[config.mk]
export PLATFORM = sky130hd
export DESIGN_NAME = ascon_sbox_layer_serial
export DESIGN_NICKNAME = d
export VERILOG_FILES = /design/src/rtl/ascon_pkg.sv /design/src/rtl/ascon_sbox5_lut.sv /design/src/rtl/ascon_sbox_layer_serial.sv
export SDC_FILE = /design/constraint.sdc
export NUM_CORES = 1
export LEC_CHECK = 0
export ABC_AREA = 1
export CORE_AREA = 2 2 252 254
export DETAILED_ROUTE_END_ITERATION = 10
export DIE_AREA = 0 0 254 256
export HOLD_SLACK_MARGIN = 0.12
export PLACE_DENSITY = 0.62
export SLEW_MARGIN = 20
export SYNTH_ARGS = -nofsm -noshare
export SYNTH_HDL_FRONTEND = slang
export SYNTH_SLANG_ARGS = --single-unit
[constraint.sdc]
create_clock -name clk -period 2.1 [get_ports clk]
set_input_delay 0.315 -clock clk [delete_from_list [all_inputs] [get_ports clk]]
set_output_delay 0.315 -clock clk [all_outputs]
set_load 0.005 [all_outputs]
[src/rtl/ascon_pkg.sv]
// Shared Ascon types and constants for the serial substitution layer.
package ascon_pkg;

  localparam int unsigned ASCON_W    = 64;
  localparam int unsigned ASCON_ROWS = 5;

  typedef logic [ASCON_ROWS-1:0] ascon_col_t;
  typedef logic [ASCON_ROWS-1:0][ASCON_W-1:0] ascon_state_t;

  typedef enum logic [1:0] {
    IDLE = 2'd0,
    RUN  = 2'd1,
    DONE = 2'd2
  } fsm_state_t;

  localparam logic [4:0] SBOX [32] = '{
    5'h04, 5'h0b, 5'h1f, 5'h14, 5'h1a, 5'h15, 5'h09, 5'h02,
    5'h1b, 5'h05, 5'h08, 5'h12, 5'h1d, 5'h03, 5'h06, 5'h1c,
    5'h1e, 5'h13, 5'h07, 5'h0e, 5'h00, 5'h0d, 5'h11, 5'h18,
    5'h10, 5'h0c, 5'h01, 5'h19, 5'h16, 5'h0a, 5'h0f, 5'h17
  };

  function automatic ascon_col_t sbox_lookup(input ascon_col_t v);
    return SBOX[v];
  endfunction

endpackage

[src/rtl/ascon_sbox5_lut.sv]
// Combinational 5-bit Ascon S-box core; column bit 4 is row x0.
module ascon_sbox5_lut
  import ascon_pkg::*;
(
  input  ascon_col_t col_in,
  output ascon_col_t col_out
);

  logic a0, a1, a2, a3, a4;
  logic b0, b1, b2, b3, b4;

  // Bitsliced form of the Ascon table (chi-like core with linear pre/post mixing).
  always_comb begin
    a0 = col_in[4] ^ col_in[0];
    a4 = col_in[0] ^ col_in[1];
    a2 = col_in[2] ^ col_in[3];
    a1 = col_in[3];
    a3 = col_in[1];

    b0 = a0 ^ (~a1 & a2);
    b1 = a1 ^ (~a2 & a3);
    b2 = a2 ^ (~a3 & a4);
    b3 = a3 ^ (~a4 & a0);
    b4 = a4 ^ (~a0 & a1);

    col_out[3] = b1 ^ b0;
    col_out[4] = b0 ^ b4;
    col_out[1] = b3 ^ b2;
    col_out[2] = ~b2;
    col_out[0] = b4;
  end

endmodule

[src/rtl/ascon_sbox_layer_serial.sv]
// Serial Ascon p_S layer: LANES columns per cycle through a 320-bit right-shifting register.
module ascon_sbox_layer_serial
  import ascon_pkg::*;
#(
  parameter int unsigned LANES = 4
) (
  input  logic        clk,
  input  logic        rst_n,
  input  logic        in_valid,
  output logic        in_ready,
  input  logic [63:0] x0_in,
  input  logic [63:0] x1_in,
  input  logic [63:0] x2_in,
  input  logic [63:0] x3_in,
  input  logic [63:0] x4_in,
  output logic        out_valid,
  input  logic        out_ready,
  output logic [63:0] x0_out,
  output logic [63:0] x1_out,
  output logic [63:0] x2_out,
  output logic [63:0] x3_out,
  output logic [63:0] x4_out,
  output logic        busy
);

  localparam int unsigned NCYC  = ASCON_W / LANES;
  localparam int unsigned CNT_W = (NCYC > 1) ? $clog2(NCYC) : 1;
  localparam bit LANES_OK = (LANES == 1) || (LANES == 2) || (LANES == 4) || (LANES == 8) ||
                            (LANES == 16) || (LANES == 32) || (LANES == 64);

  generate
    if (!LANES_OK) begin : g_bad_lanes
      $error("ascon_sbox_layer_serial: LANES must be a power of two between 1 and 64");
    end
  endgenerate

  fsm_state_t       state;
  logic [CNT_W-1:0] cnt;
  ascon_state_t     sr;
  ascon_state_t     sr_load;
  ascon_state_t     sr_shift;
  ascon_col_t       col_in  [LANES];
  ascon_col_t       col_out [LANES];
  logic [LANES-1:0] res     [ASCON_ROWS];
  logic             load;

  assign sr_load = {x4_in, x3_in, x2_in, x1_in, x0_in};

  always_comb begin
    for (int unsigned l = 0; l < LANES; l++) begin
      col_in[l] = '0;
      for (int unsigned r = 0; r < ASCON_ROWS; r++) begin
        col_in[l][ASCON_ROWS-1-r] = sr[r][l];
      end
    end
  end

  generate
    for (genvar g = 0; g < LANES; g++) begin : g_lane
      ascon_sbox5_lut u_sbox (
        .col_in  (col_in[g]),
        .col_out (col_out[g])
      );
    end
  endgenerate

  // Results enter at the top; after NCYC shifts column j lands back in bit j.
  always_comb begin
    for (int unsigned r = 0; r < ASCON_ROWS; r++) begin
      res[r] = '0;
      for (int unsigned l = 0; l < LANES; l++) begin
        res[r][l] = col_out[l][ASCON_ROWS-1-r];
      end
      sr_shift[r] = (sr[r] >> LANES) | (ASCON_W'(res[r]) << (ASCON_W - LANES));
    end
  end

  assign in_ready  = rst_n & ((state == IDLE) | ((state == DONE) & out_ready));
  assign load      = in_valid & in_ready;
  assign out_valid = (state == DONE);
  assign busy      = (state == RUN);

  assign x0_out = sr[0];
  assign x1_out = sr[1];
  assign x2_out = sr[2];
  assign x3_out = sr[3];
  assign x4_out = sr[4];

  always_ff @(posedge clk) begin
    if (!rst_n) begin
      state <= IDLE;
      cnt   <= '0;
      sr    <= '0;
    end else begin
      case (state)
        IDLE: begin
          if (load) begin
            sr    <= sr_load;
            cnt   <= '0;
            state <= RUN;
          end
        end
        RUN: begin
          sr  <= sr_shift;
          cnt <= cnt + CNT_W'(1);
          if (cnt == CNT_W'(NCYC - 1)) begin
            state <= DONE;
          end
        end
        DONE: begin
          if (out_ready) begin
            if (in_valid) begin
              sr    <= sr_load;
              cnt   <= '0;
              state <= RUN;
            end else begin
              state <= IDLE;
            end
          end
        end
        default: state <= IDLE;
      endcase
    end
  end

endmodule

=== Yosys cells after proc, flatten, opt, wreduce, memory -nomap -nowiden ===
Cells that the tools add are included.

* Register bits after elaboration: 326
* Bits in latches: 0
* Memory bits (writable): 0
* ROM bits: 0
* Input bits: 324
* Output and inout bits: 323
* Logic and storage cells: 129
* Memories kept: 0

* Add/subtract/negate cells: 1
* Multiply operators: 0
* Divide/modulo/power cells: 0
* Magnitude comparators: 0
* Equal/unequal tests: 7
* Shifts and indexed selects: 0
* Mux-type cells: 13
* Bitwise logic cells: 97
* Reductions and logical operators: 4

{| class="wikitable"
|+ Operators with widths
! cell !! count
|-
| two-way mux 320 bit || 3
|-
| case mux 320 bit (3 select lines) || 1
|-
| bitwise OR 60 x 64 -> 64 bit || 5
|-
| XOR 1 bit || 44
|-
| inverter 1 bit || 24
|-
| AND 1 bit || 23
|-
| two-way mux 4 bit || 3
|-
| case mux 4 bit (3 select lines) || 1
|-
| two-way mux 2 bit || 3
|-
| case mux 2 bit (3 select lines) || 1
|-
| adder 4 x 1 -> 4 bit, second input constant || 1
|-
| == test 4 bit, second input constant || 1
|-
| != test 2 x 1 -> 1 bit, second input constant || 2
|-
| != test 2 bit, second input constant || 2
|-
| AND reduction 4 bit || 1
|-
| AND reduction 3 bit || 1
|-
| nonzero test 3 bit || 1
|-
| == test 2 x 1 -> 1 bit, second input constant || 1
|-
| == test 2 bit, second input constant || 1
|-
| logical NOT 2 bit || 1
|-
| two-way mux 1 bit || 1
|-
| bitwise OR 1 bit || 1
|}

=== Logic depth before layout (Yosys ltp) ===
Gate-level depths: netlist of run 1.

* Depth in word-level cells: 7
* Mapped depth: 10
* Gate-level depth less buffers: 10

=== Hierarchy ===
Synthesis of run 1 repeated with hierarchy kept, for this count alone.

* Cells, all modules: 2951
* Area total of the unflattened synthesis: 17350.4 sq um

{| class="wikitable"
|+ Modules (own cells, without submodules)
! module !! instances !! cells each !! area an instance (sq um) !! sequential area each (sq um)
|-
| ascon_sbox_layer_serial || 1 || 2807 || 16469.5 || 6526.3
|-
| ascon_sbox5_lut || 4 || 36 || 220.2 || 0.0
|}

=== Worst setup path after synthesis of run 1 ===
OpenSTA, ideal clock, no wires.

* Path type: input -> register
* From: input port rst_n
* To: register sr, in the netlist x3_out[0]
* Setup time: 0.119 ns
* Arrival: 1.334 ns
* Data required time: 1.981 ns
* Path slack: 0.647 ns
* Stages: 9
* Path buffers: 4
* Cells stage by stage: buf_2 -> inv_2 -> o21ai_2 -> nand3_2 -> buf_6 -> buf_6 -> buf_2 -> o21ai_0 -> a21oi_1

* Longest elaborated chain between the ends: 4

{| class="wikitable"
|+ Ends and longest elaborated chain
! item !! line !! source
|-
| start: declaration || ascon_sbox_layer_serial.sv:8 || <nowiki>input logic rst_n,</nowiki>
|-
| AND 1 bit || ascon_sbox_layer_serial.sv:78 || <nowiki>assign in_ready = rst_n & ((state == IDLE) | ((state == DONE) & out_ready));</nowiki>
|-
| AND 1 bit || ascon_sbox_layer_serial.sv:79 || <nowiki>assign load = in_valid & in_ready;</nowiki>
|-
| != test 2 bit (no source line) || -- ||
|-
| AND reduction 4 bit (no source line) || -- ||
|-
| end signal: assignment || ascon_sbox_layer_serial.sv:98 || <nowiki>sr <= sr_load;</nowiki>
|-
| end signal: assignment || ascon_sbox_layer_serial.sv:104 || <nowiki>sr <= sr_shift;</nowiki>
|-
| end signal: assignment || ascon_sbox_layer_serial.sv:113 || <nowiki>sr <= sr_load;</nowiki>
|-
| end: declaration || ascon_sbox_layer_serial.sv:39 || <nowiki>ascon_state_t sr;</nowiki>
|}

Parallel ways exist; a longest one is shown, timed or not.
A chain may end at the register's enable or synchronous reset.

=== Worst setup path in the final report of run 1 ===
* From: register state[1]
* To: output port out_valid

* Longest elaborated chain between the ends: 1

{| class="wikitable"
|+ Ends and longest elaborated chain
! item !! line !! source
|-
| start: declaration || ascon_sbox_layer_serial.sv:37 || <nowiki>fsm_state_t state;</nowiki>
|-
| start signal: assignment || ascon_sbox_layer_serial.sv:91 || <nowiki>state <= IDLE;</nowiki>
|-
| start signal: assignment || ascon_sbox_layer_serial.sv:100 || <nowiki>state <= RUN;</nowiki>
|-
| start signal: assignment || ascon_sbox_layer_serial.sv:107 || <nowiki>state <= DONE;</nowiki>
|-
| == test 2 bit || ascon_sbox_layer_serial.sv:80 || <nowiki>assign out_valid = (state == DONE);</nowiki>
|-
| end: declaration || ascon_sbox_layer_serial.sv:16 || <nowiki>output logic out_valid,</nowiki>
|}

Every way passes these cells.

==> results.json, run 1 <==
{
  "status": "complete, no violations",
  "track_usage": 0.1885,
  "grt_pass1_wl_um": 94270,
  "antenna_found_initial": 5,
  "place_congestion": 0.8564,
  "worst_slack_ps": 55.02,
  "powerDensity_mw_per_mm2": 846.3,
  "vias_per_cell": 4.446,
  "synth_top_family_by_area": "compound AO/OA/AOI/OAI gates",
  "synthAdderAreaFrac": 0.007340,
  "hold_viol_final": 0,
  "tritoncts": "yes",
  "synth_cell_type_count": 24,
  "finClkSkew_ps": 13.16,
  "worstHoldEndpoint": "cnt[3]$_SDFFE_PN0P_",
  "fin_crit_sh": 0.9738,
  "drc": 0,
  "crit_path_start": "state[1]$_SDFFE_PN0P_",
  "crit_type": "reg -> out",
  "drt-initial-drc-count": 1036,
  "max_slew_margin": 0.5183,
  "drv_slew": 0,
  "path_clk_slew_ps": 60,
  "drive_gt1_frac": 0.05502,
  "fin_nets": 3192,
  "r2r-start": "state[1]$_SDFFE_PN0P_",
  "cp_max_fo": 4,
  "layout_common_cells": "643 x clkdlybuf4s50_1, 568 x o21ai_0, 405 x nand2_1",
  "worstReg2RegEnd": "x3_out[24]$_SDFFE_PN0P_",
  "ant_nets": 0,
  "wire_per_inst_um": 17.09,
  "synth-xor-area-share": 0.002855,
  "worstHoldPathType": "in -> reg",
  "p_leak_nw": 9.793,
  "r2r_slack_ps": 200,
  "hold_depth": 4,
  "die_y_um": 256,
  "worst-slew-pin-transition_ps": 714.9,
  "wl_um": 63870,
  "netlist_instances": 2261,
  "place_ws_ps": -211.4,
  "grt_setup_unrepaired": "false",
  "required_ps": 1780,
  "die_width_um": 254,
  "postCtsSetupRepairBufs": 0,
  "worstSetupEndpointType": "output port",
  "p_total_mw": 20.66,
  "cts_buffers": 41,
  "io_pins": 647,
  "yosysWarnings": 0,
  "cts_root_buf": "clkbuf_16",
  "worst_hold_slack_ps": 261.6,
  "final.min_clock_period_ps": 2045,
  "start_util": 0.2459,
  "num_vias": 16621,
  "wl_met1_um": 26560,
  "layout_commonest_cell": "clkdlybuf4s50_1",
  "synth.area.mux_share": 0,
  "maxCapViolCount": 0,
  "finalSetupViolations": 0,
  "final_util": 0.3912,
  "syn_area_per_cell_um2": 6.785,
  "grt_pass1_vias": 15715,
  "synthesis.nets": 2594,
  "ys_seq_elements": 326,
  "synth_compound_gate_area_share": 0.3107,
  "rows": 92,
  "worstHoldStart": "rst_n",
  "reg2reg_depth": 8,
  "firstDrtPassIters": 5,
  "cp-start-kind": "flip-flop",
  "dr_wl_met3_um": 4823,
  "dieArea_mm2": 0.06502,
  "fmax_mhz": 489.0,
  "insertion_delay_ps": 570,
  "top_layer": "met5",
  "synth-simple-area-share": 0.1214,
  "cp_data_arrival_time_ps": 1730,
  "clk_path_buf_depth": 3,
  "coreArea_mm2": 0.06239,
  "overflow": 0,
  "tns_ps": 0,
  "cts.sinks": 326,
  "yosysSeqAreaShare": 0.4254,
  "place_hpwl_um": 48450,
  "port_buffers": 646,
  "synthesis.area_mm2": 0.01534,
  "grt_max_degree": 141,
  "syn_to_final_growth_pct": 59.10,
  "ir_drop_mv": 0.5605,
  "htree_levels": 2,
  "wl_met2_um": 29890
}
[worst max-delay path, cell delays in order (launching register included)]
cell	delay (ps)
dfxtp_1	370
inv_1	120
nor2_2	130
clkdlybuf4s50_1	550
[Yosys cell counts (all sizes together)]
library cell | instances | area, um^2
a31oi | 1 | 6.260
xor2 | 1 | 8.760
nand4 | 9 | 56.30
nand3b | 8 | 60.06
nor2 | 8 | 32.54
dfxtp | 326 | 6526
o21ai | 609 | 3052
ha | 9 | 112.6
a21oi | 340 | 1702
o211ai | 1 | 7.510
nand2 | 406 | 1524
inv | 324 | 1216
nor3 | 2 | 10.01
xnor2 | 4 | 35.03
buf | 91 | 485.5
nand3 | 35 | 180.2
clkbuf | 87 | 326.6
[layer usage]
layer,track usage,vias to the layer above
met3,0.05207,127
met5,0,-
met4,0.07778,6
met1,0.2268,7419
li1,-,8581
met2,0.3144,488
[metrics by stage]
| step | cells | area, um^2 |
|---|---|---|
| after floorplan | 2261 | 15340 |
| after global placement | 3662 | 23050 |
| after global routing | 3738 | 24410 |
| after CTS | 3736 | 24400 |
| final | 3738 | 24410 |
| after detailed placement | 3662 | 23050 |
[power by group]
part / leakage, nW / switching, mW / internal [mW] / total [mW]
Combinational: 6.43 / 2.98 / 3.00 / 5.98
Clock: 0.654 / 2.95 / 4.28 / 7.23
Sequential: 2.70 / 0.476 / 6.97 / 7.45
Total: 9.79 / 6.40 / 14.3 / 20.7
[sequential cells by signal, summed over array words and instances (netlist names)]
name    flops
x2_out     64
x3_out     64
x4_out     64
x0_out     64
state       2
x1_out     64
cnt         4
[worst max path at each step]
stage                              endpoint  slack, ps  depth (start not counted)
global route                      out_valid         10                          3
finish                            out_valid         60                          3
global placement    x4_out[23]$_SDFFE_PN0P_       -150                         10
floorplan            x3_out[0]$_SDFFE_PN0P_        650                          9
detailed placement  x4_out[28]$_SDFFE_PN0P_       -210                         10
CTS                               out_valid         30                          3
[layout make-up]
class	count	area (um^2)
fillers	6502	37980
clock buffers	60	1180
flip-flops and latches	326	6530
well taps	846	1059
inverters	324	1216
multi-input cells	1433	6807
repair buffers	733	7446
clock inverters	14	165.2
diodes	2	5.005
[cells by family after synthesis]
kind of cell | count (synthesis)
AOI/OAI and AO/OA | 951
xor gates and xnor gates | 5
adders and majority gates | 9
buffers and inverters | 502
DFF | 326
and+or+nand+nor | 468
[repair_timing]
action / 4_1_cts / 5_1_grt
resized for setup: 5 / 1
hold buffers: 0 / 0
endpoints found under the setup margin: 4 / 1
(Power assumes the default switching activity.)
==> run 2, diff against run 1 <==
- CTS_BUF_LIST: default -> sky130_fd_sc_hd__clkbuf_4 sky130_fd_sc_hd__clkbuf_8
- CTS_CLUSTER_SIZE: default -> 14
==> run 2 against run 1 <==
  * Register-to-register slack about the same
  * Maximum frequency rose by 1.7%
  * Non-clock buffer count unchanged
  * Die area unchanged
  * First-iteration DRC count hardly changed
  * Final cell count is 0.91% higher
  * Clock power fell by 7.9%
  * Worst hold slack worse by 73 ps
  * Critical endpoint is now x2_out[3]
==> results.json, run 2 (synthesis results as in run 1) <==
{
  "dieArea_mm2": 0.06502,
  "slowest_stage": "clkdlybuf4s50_1",
  "track_usage": 0.1887,
  "critPathBufInv": 1,
  "p_leak_nw": 9.866,
  "htree_levels": 2,
  "path_clk_slew_ps": 60,
  "antenna_found_initial": 8,
  "cp_data_arrival_time_ps": 1700,
  "layout_commonest_cell": "clkdlybuf4s50_1",
  "tritoncts": "yes",
  "required_ps": 1780,
  "ctsHoldBuffers": 0,
  "insertion_delay_ps": 650,
  "drive_gt1_frac": 0.07087,
  "stdcell_count": 3772,
  "drv_slew": 0,
  "coreArea_mm2": 0.06239,
  "drc": 0,
  "final.min_clock_period_ps": 2011,
  "place_hpwl_um": 48450,
  "drt-initial-drc-count": 1035,
  "ir_drop_mv": 0.4708,
  "worstHoldPathType": "in -> reg",
  "overflow": 0,
  "wire_per_inst_um": 16.95,
  "hold_depth": 4,
  "cts.sinks": 326,
  "layout_common_cells": "635 x clkdlybuf4s50_1, 568 x o21ai_0, 405 x nand2_1",
  "grt_pass1_vias": 15850,
  "fin_crit_sh": 0.9574,
  "r2r-start": "state[1]$_SDFFE_PN0P_",
  "maxCapViolCount": 0,
  "wl_um": 63950,
  "io_pins": 647,
  "cp_slowest_stage_delay_ps": 620,
  "grt_setup_unrepaired": "false",
  "num_vias": 16683,
  "powerDensity_mw_per_mm2": 824.5,
  "finalSetupViolations": 0,
  "cts_buffers": 60,
  "design_area_mm2": 0.02435,
  "die_y_um": 256,
  "critical_path.top_delay_family": "buffers and inverters",
  "clk_path_buf_depth": 3,
  "worst-path-stages": 1,
  "dp_cells": 3662,
  "status": "complete, no violations",
  "syn_to_final_growth_pct": 58.76,
  "die_width_um": 254,
  "max_slew_margin": 0.5321,
  "worst-slew-pin-transition_ps": 694.5,
  "cp-start-kind": "flip-flop",
  "crit_path_start": "x2_out[3]$_SDFFE_PN0P_",
  "place_congestion": 0.8564,
  "grt_max_degree": 141,
  "firstDrtPassIters": 5,
  "fin_nets": 3211,
  "vias_per_cell": 4.423,
  "p_total_mw": 20.08,
  "fmax_mhz": 497.4,
  "finClkSkew_ps": 23.53,
  "worstSetupEndpointType": "output port",
  "critical_path.cell_chain": "clkdlybuf4s50_1",
  "port_buffers": 646,
  "crit_type": "reg -> out",
  "start_util": 0.2459,
  "cts_root_buf": "clkbuf_8",
  "grt_pass1_wl_um": 94610,
  "rows": 92,
  "reg2reg_depth": 8,
  "ant_nets": 0,
  "worstHoldStart": "rst_n",
  "hold_viol_final": 0,
  "cp_max_fo": 4,
  "dpl_cell_area_mm2": 0.02305
}
-- run 2: cell types whose count changed in the layout (fill, tap and decap cells not counted), moves of 2 or more --
cell,previous run,this run
clkbuf_16,43,0
dlygate4sd2_1,2,7
clkbuf_4,0,22
clkbuf_2,0,2
dfxtp_1,323,321
diode_2,2,5
clkbuf_8,5,76
clkdlybuf4s50_1,643,635
clkinv_4,2,0
clkbuf_1,13,0
-- run 2: layer usage --
layer  up-vias  wire length, um  track usage
met5         -               37            0
met4         6             2308      0.07369
met3       128             4872      0.05553
met2       501            30320       0.3153
met1      7421            26410       0.2261
li1       8627                -            -
-- run 2: repair_timing --
action	in CTS	in global routing
resized for setup	17	4
pin swaps	0	0
setup buffers	0	0
setup endpoints to repair	12	3
-- run 2: where the power goes --
part           leakage [nW]  switching, mW  total [mW]  internal [mW]
sequential             2.71          0.476        7.45           6.98
combinational          6.47           2.98        5.97           2.99
clock                 0.689           2.84        6.66           3.82
total                  9.87           6.30        20.1           13.8
-- run 2: worst paths after layout --
| kind | endpoint | slack, ps |
|---|---|---|
| max | x2_out[3] | 90 |
| max reg2reg | x3_out[24]$_SDFFE_PN0P_ | 190 |
| min | state[1]$_SDFFE_PN0P_ | 190 |
| min reg2reg | x0_out[4]$_SDFFE_PN0P_ | 460 |
-- run 2: final cells by class --
cell class	instances	area, um^2
clock buffers	97	1197
flip-flops and latches	326	6535
multi-input cells	1433	6807
well taps	846	1059
inverters	324	1216
fillers	6543	38040
repair buffers	733	7432
diodes	5	12.51
clock inverters	8	96.34
-- run 2: metrics by stage --
step	hold slack (ps)	setup slack, ps	util	TNS [ps]
after global routing	147.7	3.762	0.3904	0
final	188.7	89.41	0.3904	0
after CTS	123.7	0.6227	0.3902	0
after detailed placement	451.6	-211.4	0.3695	-11770
after global placement	448.4	-151.6	0.3695	-7525
after floorplan	455.2	646.6	-	0
